==> src/rtl/joypad_serializer_n_pkg.sv <==
// Shared constants for the joypad serializer.
// Contents:
//   - GAMETANK button indices (BTN_*).
//   - Default button-vector width and turbo half-period.
//   - A helper that sizes counters so they are never zero bits wide.
package joypad_serializer_n_pkg;

    // GAMETANK button layout; bit index inside a JOY_BTN_WIDTH vector.
    localparam int unsigned BTN_B      = 0;
    localparam int unsigned BTN_Y      = 1;
    localparam int unsigned BTN_SELECT = 2;
    localparam int unsigned BTN_START  = 3;
    localparam int unsigned BTN_UP     = 4;
    localparam int unsigned BTN_DN     = 5;
    localparam int unsigned BTN_LT     = 6;
    localparam int unsigned BTN_RT     = 7;
    localparam int unsigned BTN_A      = 8;
    localparam int unsigned BTN_X      = 9;
    localparam int unsigned BTN_L      = 10;
    localparam int unsigned BTN_R      = 11;

    localparam int unsigned JOY_BTN_WIDTH = 12;

    // About 30 Hz turbo at a 21.477 MHz core clock.
    localparam int unsigned TURBO_HALF_DEFAULT = 357_000;

    // Width needed to count 0..n-1, at least one bit.
    function automatic int unsigned cnt_width(input int unsigned n);
        return (n > 1) ? $clog2(n) : 1;
    endfunction

endpackage

==> src/rtl/joypad_serializer_n_turbo.sv <==
// Per-port turbo generator.
// A square-wave phase gates every button whose mask bit is set.
//
// Ports:
//   clk_i     core clock
//   resetn_i  asynchronous active-low reset
//   btn_i     raw buttons, 1 = pressed
//   mask_i    per-button turbo enable
//   eff_o     effective buttons for the serialised bits [SHIFT_BITS-1:0]
//
// Phase behaviour:
//   - While no masked button is held, the phase sits "on" and the counter is 0.
//   - A fresh press is therefore reported pressed at once.
//   - It stays pressed for TURBO_HALF cycles, then alternates.
module joypad_serializer_n_turbo
    import joypad_serializer_n_pkg::*;
#(
    parameter int unsigned BTN_WIDTH  = JOY_BTN_WIDTH,
    parameter int unsigned SHIFT_BITS = 8,
    parameter int unsigned TURBO_HALF = TURBO_HALF_DEFAULT
) (
    input  logic                  clk_i,
    input  logic                  resetn_i,
    input  logic [BTN_WIDTH-1:0]  btn_i,
    input  logic [BTN_WIDTH-1:0]  mask_i,
    output logic [SHIFT_BITS-1:0] eff_o
);

    localparam int unsigned TcW = cnt_width(TURBO_HALF);
    localparam logic [TcW-1:0] TcLast = TcW'(TURBO_HALF - 1);

    logic           held;
    logic [TcW-1:0] cnt_q, cnt_d;
    logic           phase_q, phase_d;

    // Buttons above SHIFT_BITS still count here; they never reach the serial data.
    assign held = |(btn_i & mask_i);

    always_comb begin
        cnt_d   = cnt_q;
        phase_d = phase_q;
        if (!held) begin
            cnt_d   = '0;
            phase_d = 1'b1;
        end else if (cnt_q == TcLast) begin
            cnt_d   = '0;
            phase_d = ~phase_q;
        end else begin
            cnt_d = cnt_q + TcW'(1);
        end
    end

    always_ff @(posedge clk_i or negedge resetn_i) begin
        if (!resetn_i) begin
            cnt_q   <= '0;
            phase_q <= 1'b1;
        end else begin
            cnt_q   <= cnt_d;
            phase_q <= phase_d;
        end
    end

    // Unmasked buttons pass straight through; masked ones only while the phase is on.
    assign eff_o = btn_i[SHIFT_BITS-1:0]
                 & (~mask_i[SHIFT_BITS-1:0] | {SHIFT_BITS{phase_q}});

endmodule

==> src/rtl/joypad_serializer_n.sv <==
// Serialises NUM_PORTS controller button vectors onto the GAMETANK joypad pins.
//
// Ports:
//   clk_i         core clock (~21.477 MHz)
//   resetn_i      asynchronous active-low reset
//   joy_btns_i    raw buttons; port p at [p*BTN_WIDTH +: BTN_WIDTH], 1 = pressed
//   turbo_mask_i  per-button turbo enable, same packing
//   strobe_i      shared load strobe (joypad_out[0])
//   joy_clk_i     per-port serial clock; each falling edge shifts one bit
//   joy_data_o    per-port serial data, bit 0 of the shift register
//   read_cnt_o    per-port shifts since last strobe, saturating at SHIFT_BITS
//   overread_o    per-port flag, set once SHIFT_BITS shifts have happened
//
// Strobe and shift behaviour:
//   - Strobe has priority over a coincident falling edge: it loads, with no shift or count.
//   - Bits shifted in at the top are FILL_VALUE.
//   - A fully read port therefore keeps returning FILL_VALUE.
module joypad_serializer_n
    import joypad_serializer_n_pkg::*;
#(
    parameter int unsigned NUM_PORTS  = 2,
    parameter int unsigned BTN_WIDTH  = JOY_BTN_WIDTH,
    parameter int unsigned SHIFT_BITS = 8,
    parameter logic        FILL_VALUE = 1'b1,
    parameter int unsigned TURBO_HALF = TURBO_HALF_DEFAULT,
    parameter int unsigned CNT_W      = $clog2(SHIFT_BITS + 1)
) (
    input  logic                           clk_i,
    input  logic                           resetn_i,
    input  logic [NUM_PORTS*BTN_WIDTH-1:0] joy_btns_i,
    input  logic [NUM_PORTS*BTN_WIDTH-1:0] turbo_mask_i,
    input  logic                           strobe_i,
    input  logic [NUM_PORTS-1:0]           joy_clk_i,
    output logic [NUM_PORTS-1:0]           joy_data_o,
    output logic [NUM_PORTS*CNT_W-1:0]     read_cnt_o,
    output logic [NUM_PORTS-1:0]           overread_o
);

    localparam logic [CNT_W-1:0] CntFull = CNT_W'(SHIFT_BITS);

    for (genvar p = 0; p < NUM_PORTS; p++) begin : g_port
        logic [SHIFT_BITS-1:0] eff;
        logic [SHIFT_BITS-1:0] shift_q, shift_d;
        logic [CNT_W-1:0]      cnt_q, cnt_d;
        logic                  last_clk_q;
        logic                  fall;

        joypad_serializer_n_turbo #(
            .BTN_WIDTH  (BTN_WIDTH),
            .SHIFT_BITS (SHIFT_BITS),
            .TURBO_HALF (TURBO_HALF)
        ) u_turbo (
            .clk_i    (clk_i),
            .resetn_i (resetn_i),
            .btn_i    (joy_btns_i[p*BTN_WIDTH +: BTN_WIDTH]),
            .mask_i   (turbo_mask_i[p*BTN_WIDTH +: BTN_WIDTH]),
            .eff_o    (eff)
        );

        // Registered edge detect; reset clears last_clk so a low first sample is not an edge.
        assign fall = last_clk_q & ~joy_clk_i[p];

        always_comb begin
            shift_d = shift_q;
            cnt_d   = cnt_q;
            if (strobe_i) begin
                shift_d = eff;
                cnt_d   = '0;
            end else if (fall) begin
                // Right shift with FILL_VALUE entering at the MSB.
                shift_d = SHIFT_BITS'({FILL_VALUE, shift_q} >> 1);
                if (cnt_q != CntFull) begin
                    cnt_d = cnt_q + CNT_W'(1);
                end
            end
        end

        always_ff @(posedge clk_i or negedge resetn_i) begin
            if (!resetn_i) begin
                shift_q    <= '0;
                cnt_q      <= '0;
                last_clk_q <= 1'b0;
            end else begin
                shift_q    <= shift_d;
                cnt_q      <= cnt_d;
                last_clk_q <= joy_clk_i[p];
            end
        end

        assign joy_data_o[p]                  = shift_q[0];
        assign read_cnt_o[p*CNT_W +: CNT_W]   = cnt_q;
        assign overread_o[p]                  = (cnt_q == CntFull);
    end

endmodule

==> config.mk <==
export PLATFORM = sky130hd
export DESIGN_NAME = joypad_serializer_n
export DESIGN_NICKNAME = d
export VERILOG_FILES = /design/src/rtl/joypad_serializer_n_pkg.sv /design/src/rtl/joypad_serializer_n_turbo.sv /design/src/rtl/joypad_serializer_n.sv
export SDC_FILE = /design/constraint.sdc
export NUM_CORES = 1
export LEC_CHECK = 0
export CAP_MARGIN = 10
export CORE_MARGIN = 10
export CORE_UTILIZATION = 53
export DETAILED_ROUTE_END_ITERATION = 6
export PLACE_DENSITY = 0.87
export REMOVE_ABC_BUFFERS = 1
export SLEW_MARGIN = 15
export SYNTH_ARGS = -nofsm -noshare
export SYNTH_HDL_FRONTEND = slang
export SYNTH_HIERARCHICAL = 1
export SYNTH_SLANG_ARGS = --single-unit
==> constraint.sdc <==
create_clock -name clk_i -period 2.2 [get_ports clk_i]
set_clock_uncertainty 0.1 [all_clocks]
set_input_delay 0.22 -clock clk_i [delete_from_list [all_inputs] [get_ports clk_i]]
set_output_delay 0.22 -clock clk_i [all_outputs]
set_load 0.005 [all_outputs]
==> results.toml <==
[finish]
layout_commonest_cell = "dfrtp_1"
area_growth_pct = 25.46
mostFrequentLayoutCells = "64 x dfrtp_1, 63 x clkdlybuf4s50_1, 40 x nor3_1, 24 x nand2_1, 24 x xnor2_1"
final_cells = 517
nNetsFinal = 491
n_antenna_cell = 0
fill_cells = 506
drive_above_1_share_pct = 9.611
fin_area_sq_um = 4557

[timing]
period_share_pct = 96.22
setup_tns_ps = 0
rsz0062_at_grt = "no"
worst_slew_pin_slew_ps = 556.0
relSlewSlack_pct = 62.94
finalMaxSlewViolations = 0
clock.fmax_ghz = 0.4724
fin_ws_ps = 83.20
report.final.hold_viol_count = 0
hold_ws_ps = 267.7
layout_min_cycle_time_ps = 2117
setup_viol = 0

[outcome]
outcome = "finished, final reports clean"

[clock_network]
clock-root-buffer = "clkbuf_8"
ctsResizeCount = 0
cts_sinks = 66
clock_path_buffers = 2
cts_buffers = 9
cts_setup_buffers = 0
htreeDepth = 3
clk_pin_slew_ps = 70
cts_tree = "built"
clock_latency_ps = 340

[global_route]
gr-total-overflow = 0
antenna_found_initial = 0
grt_max_degree = 45
grt_pass1_vias = 2934
gr-usage-all-layers_pct = 16.06
grt_first_pass_wirelength_microns = 13650

[logic_synthesis]
muxShareOfSynthArea_pct = 5.787
synth-compound-area-share_pct = 11.44
ys_warn_count = 6
synth_fa_ha_area_share_pct = 2.067
synthFlopType = "dfrtp_1"
synth-simple-area-share_pct = 23.91
syn_inst = 367
synth_xor_area_share_pct = 7.234
synth_cell_types = 43
synth_area_per_cell_sq_um = 9.897
ys_seq_area_share_pct = 45.54
synth_top_family_by_area = "simple AND/OR/NAND/NOR gates"
yosys_register_bits = 66
async_flop_share_pct = 100.0
syn_area_sq_um = 3632
synth-edff-count = 0

[placement]
routabilityCongestion = 0.8488
dp_hpwl_microns = 6051
dp_slack_ps = 156.7
dp.cells = 500
port_buffers = 64
place_area_sq_um = 4352

[power_and_ir_drop]
power.share.clock_pct = 26.3
vdd_drop_max_v = 0.0005538
intPower_uw = 2578
cellPowerDensity_nw_per_um2 = 836.0
p_sw_uw = 1232
pwr-share-comb_pct = 23.4
p_leak_uw = 0.001906
power_frac_seq_pct = 50.4
sw_frac_of_total_pct = 32.33

[die]
placeableCoreArea_sq_um = 6719
start_util_pct = 54.06
die_y_microns = 102.8
rows = 30
dieArea_sq_um = 10560
die_x_microns = 102.8
io_pins = 65

[critical_path]
worstPathArrival_ps = 1800
end_kind = "output port"
ff2ff_path_depth = 5
worstPathRequired_ps = 1880
startpoint_type = "register"
crit_type = "reg -> out"
cp_max_fo = 5

[route]
first_iter_violations = 184
routed_wl_microns = 8077
wire_per_inst_microns = 15.62
num_vias = 2947
drt_pass1_iterations = 4
viasPerCell = 5.700
ant_nets = 0
drc = 0

[min_path]
holdPathStages = 1
hp-class = "in -> reg"

[flow_run]
max_cap_viol_count = 0
area by class of cell:
cell class | instances | area (sq um) | share of cell area (%)
Clock inverter | 5 | 53.80 | 1.181
Multi-Input combinational cell | 270 | 1832 | 40.20
Tap cell | 80 | 100.1 | 2.197
Inverter | 12 | 45.04 | 0.9885
Clock buffer | 11 | 141.4 | 3.103
Sequential cell | 66 | 1654 | 36.30
Timing Repair Buffer | 73 | 730.7 | 16.04
flip-flops by register name, indices dropped and copies added, names as in the netlist:
signal / flops
g_port.last_clk_q: 2
g_port.cnt_q: 8
g_port.shift_q: 16
g_port.u_turbo/phase_q: 2
g_port.u_turbo/cnt_q: 38
synth_stat cells (all sizes together), types with 4 or more instances:
library cell  instances  area, sq um
and3                  6        37.54
nand4                10        75.07
nand3                14        80.08
dfrtp                64         1602
a22o                  6        52.55
a211oi                4        40.03
clkbuf                9        33.78
a21boi               16        120.1
nor4                 10        62.56
buf                  10        67.56
mux2i                18        180.2
xor2                  6        52.55
inv                  12        45.04
or3                  10        62.56
a21oi                 6        30.03
nor2                 20        95.09
xnor2                24        210.2
ha                    6        75.07
nand2b                6        52.55
o21ai                18        90.09
a221oi                6        52.55
nand2                24        90.09
nor3                 40        200.2
power groups by stage:
stage               clock [uW]  combinational (uW)  sequential, uW
finish                    1000                 891            1920
detailed placement           0                 891            1930
global placement             0                 854            1900
global route              1070                1020            1980
floorplan                    0                 613            1850
CTS                       1030                 902            1910
logic make-up (layout without fill, tap and decap cells):
kind of cell / after synthesis / after routing
adder cells (fa/ha/maj): 6 / 6
XOR/XNOR: 30 / 30
AND/OR/NAND/NOR: 154 / 154
AO/OA/AOI/OAI: 60 / 60
multiplexers: 20 / 20
buffers and inverters: 31 / 101
flip-flops: 66 / 66
layer usage:
layer | wire length, microns | track usage (%) | vias to the layer above
met5 | 0 | 0 | -
li1 | - | - | 1455
met4 | 80 | 5.348 | 0
met3 | 283 | 3.820 | 9
met2 | 4313 | 28.41 | 38
met1 | 3400 | 18.64 | 1445
critical path: stages (launching register included):
cell and delay, ps:
dfrtp_1 430, inv_1 90, ha_1 170, and3b_2 240, clkdlybuf4s50_1 520
worst paths after layout:
kind                                            start                           to  slack [ps]
setup / recovery                   g_port[1].cnt_q[0]                overread_o[1]          80
hold / removal                           joy_clk_i[0]         g_port[0].last_clk_q         270
setup reg to reg           g_port[1].u_turbo/cnt_q[0]  g_port[1].u_turbo/cnt_q[18]         140
hold reg to reg            g_port[0].u_turbo/cnt_q[0]   g_port[0].u_turbo/cnt_q[0]         410
max in group asynchronous                    resetn_i    g_port[0].u_turbo/phase_q        1030
min in group asynchronous                    resetn_i         g_port[1].shift_q[1]         290
stage by stage:
stage | power (uW) | utilization (%)
after floorplan | 2460 | -
after detailed placement | 2818 | 64.77
after CTS | 3845 | 67.82
after global routing | 4071 | 67.82
after global placement | 2758 | 64.77
final | 3810 | 67.82
timing repair:
action / in CTS / in global routing
hold endpoints to repair: 22 / 0
hold buffers: 1 / 0
endpoints found under the setup margin: 0 / 0
Note: power is estimated with default switching activity, not from simulation.
